===== src/rtl/if_pc_unit_pkg.sv =====
// Shared MIPS fetch-stage constants: the special instruction words and the
// fetch FSM state encoding.
package if_pc_unit_pkg;

  localparam logic [31:0] NOP_INSTR  = 32'h0000_0000;
  localparam logic [31:0] HALT_INSTR = 32'hFFFF_FFFF;

  typedef enum logic {
    ST_RUN    = 1'b0,
    ST_HALTED = 1'b1
  } pc_state_e;

endpackage


===== src/rtl/if_pc_unit_if.sv =====
// Fetch-stage bus: control/redirect inputs and the IF/ID outputs.
// master = pipeline control driving the fetch unit, slave = if_pc_unit.
interface if_pc_unit_if #(
  parameter int NBITS = 32
);
  logic             i_enable;
  logic             i_stall;
  logic             i_branch_taken;
  logic [NBITS-1:0] i_branch_addr;
  logic             i_jump;
  logic [NBITS-1:0] i_jump_addr;
  logic             i_jr;
  logic [NBITS-1:0] i_jr_addr;
  logic [NBITS-1:0] i_instr;
  logic [NBITS-1:0] o_pc;
  logic [NBITS-1:0] o_pc4;
  logic [NBITS-1:0] o_instr;
  logic             o_valid;
  logic             o_halt;

  modport master (
    output i_enable, i_stall, i_branch_taken, i_branch_addr, i_jump, i_jump_addr,
           i_jr, i_jr_addr, i_instr,
    input  o_pc, o_pc4, o_instr, o_valid, o_halt
  );

  modport slave (
    input  i_enable, i_stall, i_branch_taken, i_branch_addr, i_jump, i_jump_addr,
           i_jr, i_jr_addr, i_instr,
    output o_pc, o_pc4, o_instr, o_valid, o_halt
  );

endinterface


===== src/rtl/if_pc_unit_pc_next_mux.sv =====
// Next-PC selection, purely combinational.
// Ports: i_pc current PC; stall/jr/jump/branch requests with their targets;
// o_next_pc selected next PC, o_pc4 = i_pc+4 (wraps), o_redirect = a
// redirect wins this cycle (never while stalled).
module pc_next_mux #(
  parameter int NBITS = 32
) (
  input  logic [NBITS-1:0] i_pc,
  input  logic             i_stall,
  input  logic             i_jr,
  input  logic [NBITS-1:0] i_jr_addr,
  input  logic             i_jump,
  input  logic [NBITS-1:0] i_jump_addr,
  input  logic             i_branch_taken,
  input  logic [NBITS-1:0] i_branch_addr,
  output logic [NBITS-1:0] o_next_pc,
  output logic [NBITS-1:0] o_pc4,
  output logic             o_redirect
);

  assign o_pc4 = i_pc + NBITS'(4);

  always_comb begin
    o_next_pc  = o_pc4;
    o_redirect = 1'b0;
    if (i_stall) begin
      o_next_pc = i_pc;
    end else if (i_jr) begin
      o_next_pc  = i_jr_addr;
      o_redirect = 1'b1;
    end else if (i_jump) begin
      o_next_pc  = i_jump_addr;
      o_redirect = 1'b1;
    end else if (i_branch_taken) begin
      o_next_pc  = i_branch_addr;
      o_redirect = 1'b1;
    end
  end

endmodule


===== src/rtl/if_pc_unit.sv =====
// Instruction-fetch unit: PC register, IF/ID pipeline register and the
// RUN/HALTED fetch FSM.
// Ports: i_clk, i_reset (sync, active-high); bus (slave) carries enable,
// stall, redirect requests, fetched instruction, and the PC / IF/ID outputs.
//
// state     | meaning
// ----------+-----------------------------------------------------------
// ST_RUN    | normal fetch: advance, redirect or stall each enabled cycle
// ST_HALTED | HALT captured; PC frozen, IF/ID fed NOPs until reset
module if_pc_unit
  import if_pc_unit_pkg::*;
#(
  parameter int               NBITS    = 32,
  parameter logic [NBITS-1:0] RESET_PC = '0
) (
  input logic         i_clk,
  input logic         i_reset,
  if_pc_unit_if.slave bus
);

  localparam logic [NBITS-1:0] NOP_W  = NBITS'(NOP_INSTR);
  localparam logic [NBITS-1:0] HALT_W = NBITS'(HALT_INSTR);

  pc_state_e        state_q, state_d;
  logic [NBITS-1:0] pc_q, pc_d;
  logic [NBITS-1:0] pc4_q, pc4_d;
  logic [NBITS-1:0] instr_q, instr_d;
  logic             valid_q, valid_d;

  logic [NBITS-1:0] next_pc;
  logic [NBITS-1:0] pc_plus4;
  logic             redirect;

  pc_next_mux #(.NBITS(NBITS)) u_pc_next_mux (
    .i_pc           (pc_q),
    .i_stall        (bus.i_stall),
    .i_jr           (bus.i_jr),
    .i_jr_addr      (bus.i_jr_addr),
    .i_jump         (bus.i_jump),
    .i_jump_addr    (bus.i_jump_addr),
    .i_branch_taken (bus.i_branch_taken),
    .i_branch_addr  (bus.i_branch_addr),
    .o_next_pc      (next_pc),
    .o_pc4          (pc_plus4),
    .o_redirect     (redirect)
  );

  always_comb begin
    state_d = state_q;
    pc_d    = pc_q;
    pc4_d   = pc4_q;
    instr_d = instr_q;
    valid_d = valid_q;
    if (bus.i_enable) begin
      unique case (state_q)
        ST_RUN: begin
          if (bus.i_stall) begin
            // hold everything; a HALT seen here only counts once it advances
          end else if (redirect) begin
            // wrong-path fetch (HALT included) is squashed
            pc_d    = next_pc;
            pc4_d   = pc_plus4;
            instr_d = NOP_W;
            valid_d = 1'b0;
          end else begin
            pc4_d   = pc_plus4;
            instr_d = bus.i_instr;
            valid_d = 1'b1;
            if (bus.i_instr == HALT_W) begin
              state_d = ST_HALTED;
            end else begin
              pc_d = pc_plus4;
            end
          end
        end
        ST_HALTED: begin
          instr_d = NOP_W;
          valid_d = 1'b0;
        end
        default: state_d = ST_RUN;
      endcase
    end
  end

  always_ff @(posedge i_clk) begin
    if (i_reset) begin
      state_q <= ST_RUN;
      pc_q    <= RESET_PC;
      pc4_q   <= '0;
      instr_q <= NOP_W;
      valid_q <= 1'b0;
    end else begin
      state_q <= state_d;
      pc_q    <= pc_d;
      pc4_q   <= pc4_d;
      instr_q <= instr_d;
      valid_q <= valid_d;
    end
  end

  assign bus.o_pc    = pc_q;
  assign bus.o_pc4   = pc4_q;
  assign bus.o_instr = instr_q;
  assign bus.o_valid = valid_q;
  assign bus.o_halt  = (state_q == ST_HALTED);

endmodule

===== src/flat_wrapper.sv =====
// flat-port wrapper written by rule: the top's interface ports become plain ports
module if_pc_unit_flat import if_pc_unit_pkg::*;
#(
  parameter int               NBITS    = 32,
  parameter logic [NBITS-1:0] RESET_PC = '0
)
  (i_clk, i_reset, bus_i_enable, bus_i_stall, bus_i_branch_taken, bus_i_branch_addr, bus_i_jump, bus_i_jump_addr, bus_i_jr, bus_i_jr_addr, bus_i_instr, bus_o_pc, bus_o_pc4, bus_o_instr, bus_o_valid, bus_o_halt);
  if_pc_unit_if #(.NBITS(NBITS)) bus_i ();
  input logic i_clk;
  input logic i_reset;
  input wire logic [$bits(bus_i.i_enable)-1:0] bus_i_enable;
  input wire logic [$bits(bus_i.i_stall)-1:0] bus_i_stall;
  input wire logic [$bits(bus_i.i_branch_taken)-1:0] bus_i_branch_taken;
  input wire logic [$bits(bus_i.i_branch_addr)-1:0] bus_i_branch_addr;
  input wire logic [$bits(bus_i.i_jump)-1:0] bus_i_jump;
  input wire logic [$bits(bus_i.i_jump_addr)-1:0] bus_i_jump_addr;
  input wire logic [$bits(bus_i.i_jr)-1:0] bus_i_jr;
  input wire logic [$bits(bus_i.i_jr_addr)-1:0] bus_i_jr_addr;
  input wire logic [$bits(bus_i.i_instr)-1:0] bus_i_instr;
  output wire logic [$bits(bus_i.o_pc)-1:0] bus_o_pc;
  output wire logic [$bits(bus_i.o_pc4)-1:0] bus_o_pc4;
  output wire logic [$bits(bus_i.o_instr)-1:0] bus_o_instr;
  output wire logic [$bits(bus_i.o_valid)-1:0] bus_o_valid;
  output wire logic [$bits(bus_i.o_halt)-1:0] bus_o_halt;
  assign bus_i.i_enable = bus_i_enable;
  assign bus_i.i_stall = bus_i_stall;
  assign bus_i.i_branch_taken = bus_i_branch_taken;
  assign bus_i.i_branch_addr = bus_i_branch_addr;
  assign bus_i.i_jump = bus_i_jump;
  assign bus_i.i_jump_addr = bus_i_jump_addr;
  assign bus_i.i_jr = bus_i_jr;
  assign bus_i.i_jr_addr = bus_i_jr_addr;
  assign bus_i.i_instr = bus_i_instr;
  assign bus_o_pc = bus_i.o_pc;
  assign bus_o_pc4 = bus_i.o_pc4;
  assign bus_o_instr = bus_i.o_instr;
  assign bus_o_valid = bus_i.o_valid;
  assign bus_o_halt = bus_i.o_halt;
  if_pc_unit #(.NBITS(NBITS), .RESET_PC(RESET_PC)) u_core (.i_clk(i_clk), .i_reset(i_reset), .bus(bus_i));
endmodule

===== config.mk =====
export PLATFORM = sky130hd
export DESIGN_NAME = if_pc_unit_flat
export DESIGN_NICKNAME = d
export VERILOG_FILES = /design/src/rtl/if_pc_unit_pkg.sv /design/src/rtl/if_pc_unit_if.sv /design/src/rtl/if_pc_unit_pc_next_mux.sv /design/src/rtl/if_pc_unit.sv /design/src/flat_wrapper.sv
export SDC_FILE = /design/constraint.sdc
export NUM_CORES = 1
export LEC_CHECK = 0
export ABC_AREA = 1
export BUFFER_PORTS_ARGS = -buffer_cell sky130_fd_sc_hd__buf_2
export CAP_MARGIN = 0
export CELL_PAD_IN_SITES_DETAIL_PLACEMENT = 0
export CELL_PAD_IN_SITES_GLOBAL_PLACEMENT = 1
export CORE_MARGIN = 2
export CORE_UTILIZATION = 33
export CTS_CLUSTER_SIZE = 30
export DETAILED_ROUTE_END_ITERATION = 6
export GPL_TIMING_DRIVEN = 1
export PLACE_DENSITY_LB_ADDON = 0.1
export SLEW_MARGIN = 30
export SYNTH_ARGS = -nofsm -noshare
export SYNTH_HDL_FRONTEND = slang
export SYNTH_SLANG_ARGS = --single-unit

===== constraint.sdc =====
create_clock -name i_clk -period 1.8 [get_ports i_clk]
set_input_delay 0.09 -clock i_clk [delete_from_list [all_inputs] [get_ports i_clk]]
set_output_delay 0.09 -clock i_clk [all_outputs]
set_load 0.01 [all_outputs]

## Word-level counts from Yosys, hierarchy flattened

Cells that the tools add are included.
Widths: inputs -> output; s select.

- ROM bits: 0
- Memories kept: 0
- Memory bits (writable): 0
- Logic and storage cells: 33
- Output and inout bits: 98
- Bits in latches: 0
- Input bits: 135
- Bits in registers: 98

- $mul: 0
- Reductions and logical operators: 3
- $add $sub $neg: 1
- Bitwise operators: 2
- Eq/ne operators: 3
- Order comparisons: 0
- Divide/modulo/power cells: 0
- Multiplexer cells: 19
- Shifts and indexed selects: 0

Operator list:

| operator | number |
|---|---|
| $mux 32 | 7 |
| $pmux 32 s2 | 1 |
| $add 32x3->32 const B | 1 |
| $eq 32x32->1 const B | 1 |
| $mux 1 | 10 |
| $reduce_and 4->1 | 1 |
| $reduce_and 3->1 | 1 |
| $ne 2x1->1 const B | 1 |
| $ne 2x2->1 const B | 1 |
| $not 1->1 | 2 |
| $pmux 1 s2 | 1 |
| $reduce_and 2->1 | 1 |

## Logic depth before layout (Yosys ltp)

- Depth in word-level cells: 7
- Gate-level depth with buffers: 12

## By module

From an unflattened synthesis, not the netlist that was laid out.

- Cells, all modules: 1,071
- Area total of the unflattened synthesis: 6,557.5 sq um

By module, submodules not included:

| module | area each (sq um) | instances | cells an instance | seq. area each (sq um) |
|---|---|---|---|---|
| if_pc_unit | 4,125.2 | 1 | 534 | 1,961.9 |
| pc_next_mux | 2,432.3 | 1 | 537 | 0.0 |

## Worst setup path after synthesis

Ideal clock, no wire load.

- Path kind: register -> register
- From: register u_core.pc_q[2], in the netlist u_core.bus.o_pc[2]
- To: register u_core.pc_q[30], in the netlist u_core.bus.o_pc[30]
- Period minus slack after synthesis: 1.644 ns
- Stages on the path, launching flop included: 11
- Arrival time: 1.529 ns
- Buffers on the path: 0
- Path slack: 0.156 ns
- Data required time: 1.685 ns
- Cells stage by stage: dfxtp_1 -> ha_1 -> nand2_2 -> nor2_4 -> nand2_4 -> nor2_2 -> nand4_1 -> xor2_1 -> nand2_1 -> nand2_1 -> and2_1

- Cells in the longest elaborated chain, start to end: 5

RTL lines:

| element | RTL line | text |
|---|---|---|
| start: declaration | if_pc_unit.sv:25 | `logic [NBITS-1:0] pc_q, pc_d;` |
| start signal: assignment | if_pc_unit.sv:94 | `pc_q <= pc_d;` |
| $add 32x3->32 (*) | if_pc_unit_pc_next_mux.sv:21 | `assign o_pc4 = i_pc + NBITS'(4);` |
| $mux 32 | if_pc_unit_pc_next_mux.sv:34 | `end else if (i_branch_taken) begin` |
| $mux 32 | if_pc_unit_pc_next_mux.sv:31 | `end else if (i_jump) begin` |
| $mux 32 | if_pc_unit_pc_next_mux.sv:28 | `end else if (i_jr) begin` |
| $mux 32 (*) | if_pc_unit.sv:59 | `end else if (redirect) begin` |

Mark *: on every way between the ends. The rest lies on a longest branch, timed or not. The select of a mux whose other input is x is not followed.
A chain may end at the register's enable or synchronous reset.

## Worst setup path in the final report

Same ends and word-level chain as after synthesis.

==> results.txt <==
The TritonCTS buffer count is 9. The worst slack on hold paths came out at 0.00933 ns. The global-route usage over all layers is 23.4%.

The count of flip-flops with a built-in enable after synthesis came out at 0. The maximum vdd ir drop came out at about 0.00043 V. The path class of the tightest hold or removal check is in2reg. The clock insertion delay at the later pin of the skew report came out at 0.35 ns. The kind of launch point of the worst setup path is a flip-flop. The cell-internal power came out at 3.81 mW. In the routed design, unresolved DRC markers number 0. The number of nets in the synthesized netlist is around 940. The wire length of the first global-routing pass is 32700 um. Summed over all nets, wire length on met2 after detailed routing comes to 9310 um.

The sequential fraction of the synthesis area is 36.2%. The max-slew violation count is 0. The unique cell type count in the Yosys netlist came out at 40.

After layout, the worst setup slack is 0.129 ns. The data arrival time of the critical path is 1.92 ns. The count of buffers from port buffering is 232. The most frequent cell on the critical path is sky130_fd_sc_hd__nand2_1.

The fraction of layout instances using a drive strength above 1 is 31.0%. The area growth from synthesis to layout is 40.4%. The final HPWL from detailed placement is 15200 um. The total placed instance area came out at between 6000 and 7000 sq um. Detailed routing inserted a total of 6130 vias. 233 I/O pins were placed.

The master of the slowest instance on the critical path is sky130_fd_sc_hd__dfxtp_2. Measured along the y axis, the die boundary spans approximately 130 um. The flop and latch count out of synthesis is 98. In this run, the combinational gates consume roughly 20% of the power. The total of fill cells in the finished design came out at 1763. Dividing the final minimum period by the clock period gives between 90% and 100%. The power per unit of standard cell area is 705 nW/um^2.

Among all flip-flop cells after synthesis, the most frequent one is sky130_fd_sc_hd__dfxtp_1. The relative contribution of sequential cells to total power came out at 43.8%. The final antenna-violating net count came out at 0. The total detailed-routing wirelength came out at 20400 um.

In the synthesized netlist, the number of instances is 805. The maximum number of pins on one net before global-route repair is just over 50. The number of hold-slack violations in the final timing report came to 0.

The buffering stage count on the worst path with inverters included came out at 0. The final weighted congestion in routability-driven placement is between 0.8 and 0.9. The worst hold path begins at bus_i_instr[17]. The power share of the clock group is 36.5%. The tree is rooted in a sky130_fd_sc_hd__clkbuf_16. The largest fanout on the critical path is 5. The critical path starts at u_core.bus.o_pc[2]. After synthesis, the cell types taking the most area are sky130_fd_sc_hd__dfxtp_1 (36%), sky130_fd_sc_hd__nand2_1 (15%), sky130_fd_sc_hd__a21oi_1 (8.6%). The beginning of the worst register-to-register path is u_core.bus.o_pc[2]. For this run, asynchronously set or reset flops after synthesis account for 0%. The count of max-cap constraint violations came out at 0. In this run the top signal layer used is met4. The run finished with clean final reports.

The number of standard-cell rows in the floorplan is 46. After synthesis the cells add up to 5420 sq um. The switching share of power is 28.9%. TritonCTS built the clock tree. Yosys printed 0 warnings. The largest area contributor in the netlist is sky130_fd_sc_hd__dfxtp_1.

The detail-routed net length per standard cell is 15.8 um. The number of sinks handled by clock tree synthesis came out at 98. The post-route standard cell area excluding fillers is 7600 sq um.

The number of endpoints failing setup at the final stage is 0. Traced cell by cell, the critical path runs through ha_2, nand2_2, nor2_4, nand2_4, nor2_2, nand4_1, xor2_1, nand2_1, nand2_1, and2_1. The number of buffers added for setup after CTS came out at 0. The leakage dissipation is 3.69 nW. In the final design database the tool counted around 1200 nets.

The clock-pin slew on the worst setup and hold paths came out at approximately 0.07 ns. The power dissipated by switching net loads is about 1.6 mW. The maximum frequency from static timing analysis is 0.598 GHz. The worst setup path is captured at a flip-flop. The number of DRC markers after the initial detailed-route iteration came out at 267. The actual slew at the worst max-slew pin came out at 0.526 ns.

The worst slack at placement came out at 0.0672 ns. The initial antenna violation count is 0. The met3 wire length is 1130 um.

The number of iterations in the first detailed-routing pass is 5. The design draws 5.36 mW. The total overflow reported by the global router is 0. After floorplanning, the core was sized to cover ~16000 sq um.

The endpoint required time on the critical path came out at 2.05 ns. The maximum clock skew at final layout is 0.00656 ns. The routed via count divided by cell count is 4.76.

The share of synthesized area in the top cell type comes to 36.2%. The routed length on met1 came out at 9630 um. The diode insertion count for antenna repair came out at 0. The die footprint came out at approximately 17000 sq um. The initial cell density of the core came out at between 30 and 40%. Measured against its own limit, the worst slew margin works out to 64.9%. In this run the mean area of a mapped cell was 6.73 sq um.

The shortest period the worst path allows is 1.67 ns. By startpoint and endpoint, the worst setup path is classified as reg2reg. Grouping stages by cell kind, the critical path spends the most delay in simple AND/OR/NAND/NOR gates.

In this run the deepest clock path goes through 2 buffers. The H-tree was split into 3 levels. The peak per-stage delay on the critical path came out at 0.35 ns. From left edge to right edge, the die measures 132 um. The via count of the first global-routing pass is roughly 6000. Setup repair after global routing could not meet its margin everywhere.
flip-flops by register name, summed over array words and instances (netlist names):
register	count
u_core.bus.o_pc	32
u_core.bus.o_halt	1
u_core.bus.o_instr	32
u_core.bus.o_pc4	32
u_core.bus.o_valid	1
Yosys cell counts (all sizes together), types with 4 or more instances:
master and number:
nor3 12, dfxtp 98, buf 23, nand3 30, a21oi 93, o211ai 18, inv 62, o21ai 52
nand2 223, o221ai 15, clkbuf 23, xor2 16, nor2 109, nand4 11, or2 4
cell families (layout without fill, tap and decap cells):
group	count (synthesis)	after routing	synth area share [%]
DFF	98	98	36.2
and+or+nand+nor	392	392	32.3
xor gates and xnor gates	19	19	3.21
AOI/OAI and AO/OA	187	187	19.6
adders and majority gates	1	1	0.231
buffers and inverters	108	375	8.39
metrics by stage:
step	setup TNS [ns]	utilization (%)	std cells
2_1_floorplan	0	-	805
3_3_place_gp	0	43.7	1242
3_5_place_dp	0	43.7	1242
4_1_cts	0	47.4	1288
5_1_grt	-0.0511	47.7	1288
6_report	0	47.7	1288
timing repair:
action,in CTS,in global routing
hold buffers,30,0
endpoints found under the setup margin,0,18
resized for setup,0,16
endpoints found under the hold margin,30,0
power groups by stage:
stage / clock, mW / sequential (mW) / combinational (mW)
after floorplan: 0 / 2.44 / 0.470
after global placement: 0 / 2.40 / 1.01
after detailed placement: 0 / 2.39 / 1.01
after CTS: 2.02 / 2.34 / 1.07
after global routing: 2.11 / 2.36 / 1.18
final: 1.95 / 2.35 / 1.06
cell usage in the layout (no fill, tap or decap), types with 15 or more instances in the layout:
master	count
sky130_fd_sc_hd__o221ai_1	15
sky130_fd_sc_hd__a21oi_1	93
sky130_fd_sc_hd__nor2_1	95
sky130_fd_sc_hd__o211ai_1	18
sky130_fd_sc_hd__o21ai_0	41
sky130_fd_sc_hd__dfxtp_1	91
sky130_fd_sc_hd__nand3_1	27
sky130_fd_sc_hd__buf_4	29
sky130_fd_sc_hd__dlygate4sd3_1	30
sky130_fd_sc_hd__inv_1	56
sky130_fd_sc_hd__nand2_1	212
sky130_fd_sc_hd__buf_2	232
area by class of cell:
cell class	count	area [sq um]	area share (%)
multi-input cells	599	3040	40.0
well taps	216	270	3.55
clock inverters	4	51.3	0.675
flip-flops and latches	98	1970	25.9
inverters	62	235	3.09
clock buffers	12	236	3.11
repair buffers	297	1800	23.7
worst paths after layout:
path	end	slack, ns	cells after the start
max	u_core.bus.o_pc[30]	0.13	10
min reg2reg	u_core.bus.o_instr[7]	0.46	2
max reg2reg	u_core.bus.o_pc[30]	0.13	10
min	u_core.bus.o_instr[17]	0.009	3
worst reg2reg max path: stages (launching register included):
cell and delay [ns]:
sky130_fd_sc_hd__dfxtp_2 0.35, sky130_fd_sc_hd__ha_2 0.21, sky130_fd_sc_hd__nand2_2 0.08, sky130_fd_sc_hd__nor2_4 0.14
sky130_fd_sc_hd__nand2_4 0.12, sky130_fd_sc_hd__nor2_2 0.14, sky130_fd_sc_hd__nand4_1 0.13, sky130_fd_sc_hd__xor2_1 0.18
sky130_fd_sc_hd__nand2_1 0.07, sky130_fd_sc_hd__nand2_1 0.04, sky130_fd_sc_hd__and2_1 0.12
layer usage:
layer  up-vias  GRT usage (%)
li1       3172              -
met3        24           3.42
met5         -              0
met1      2750           32.0
met2       184           38.1
met4         0           6.88
(Power assumes the default switching activity.)
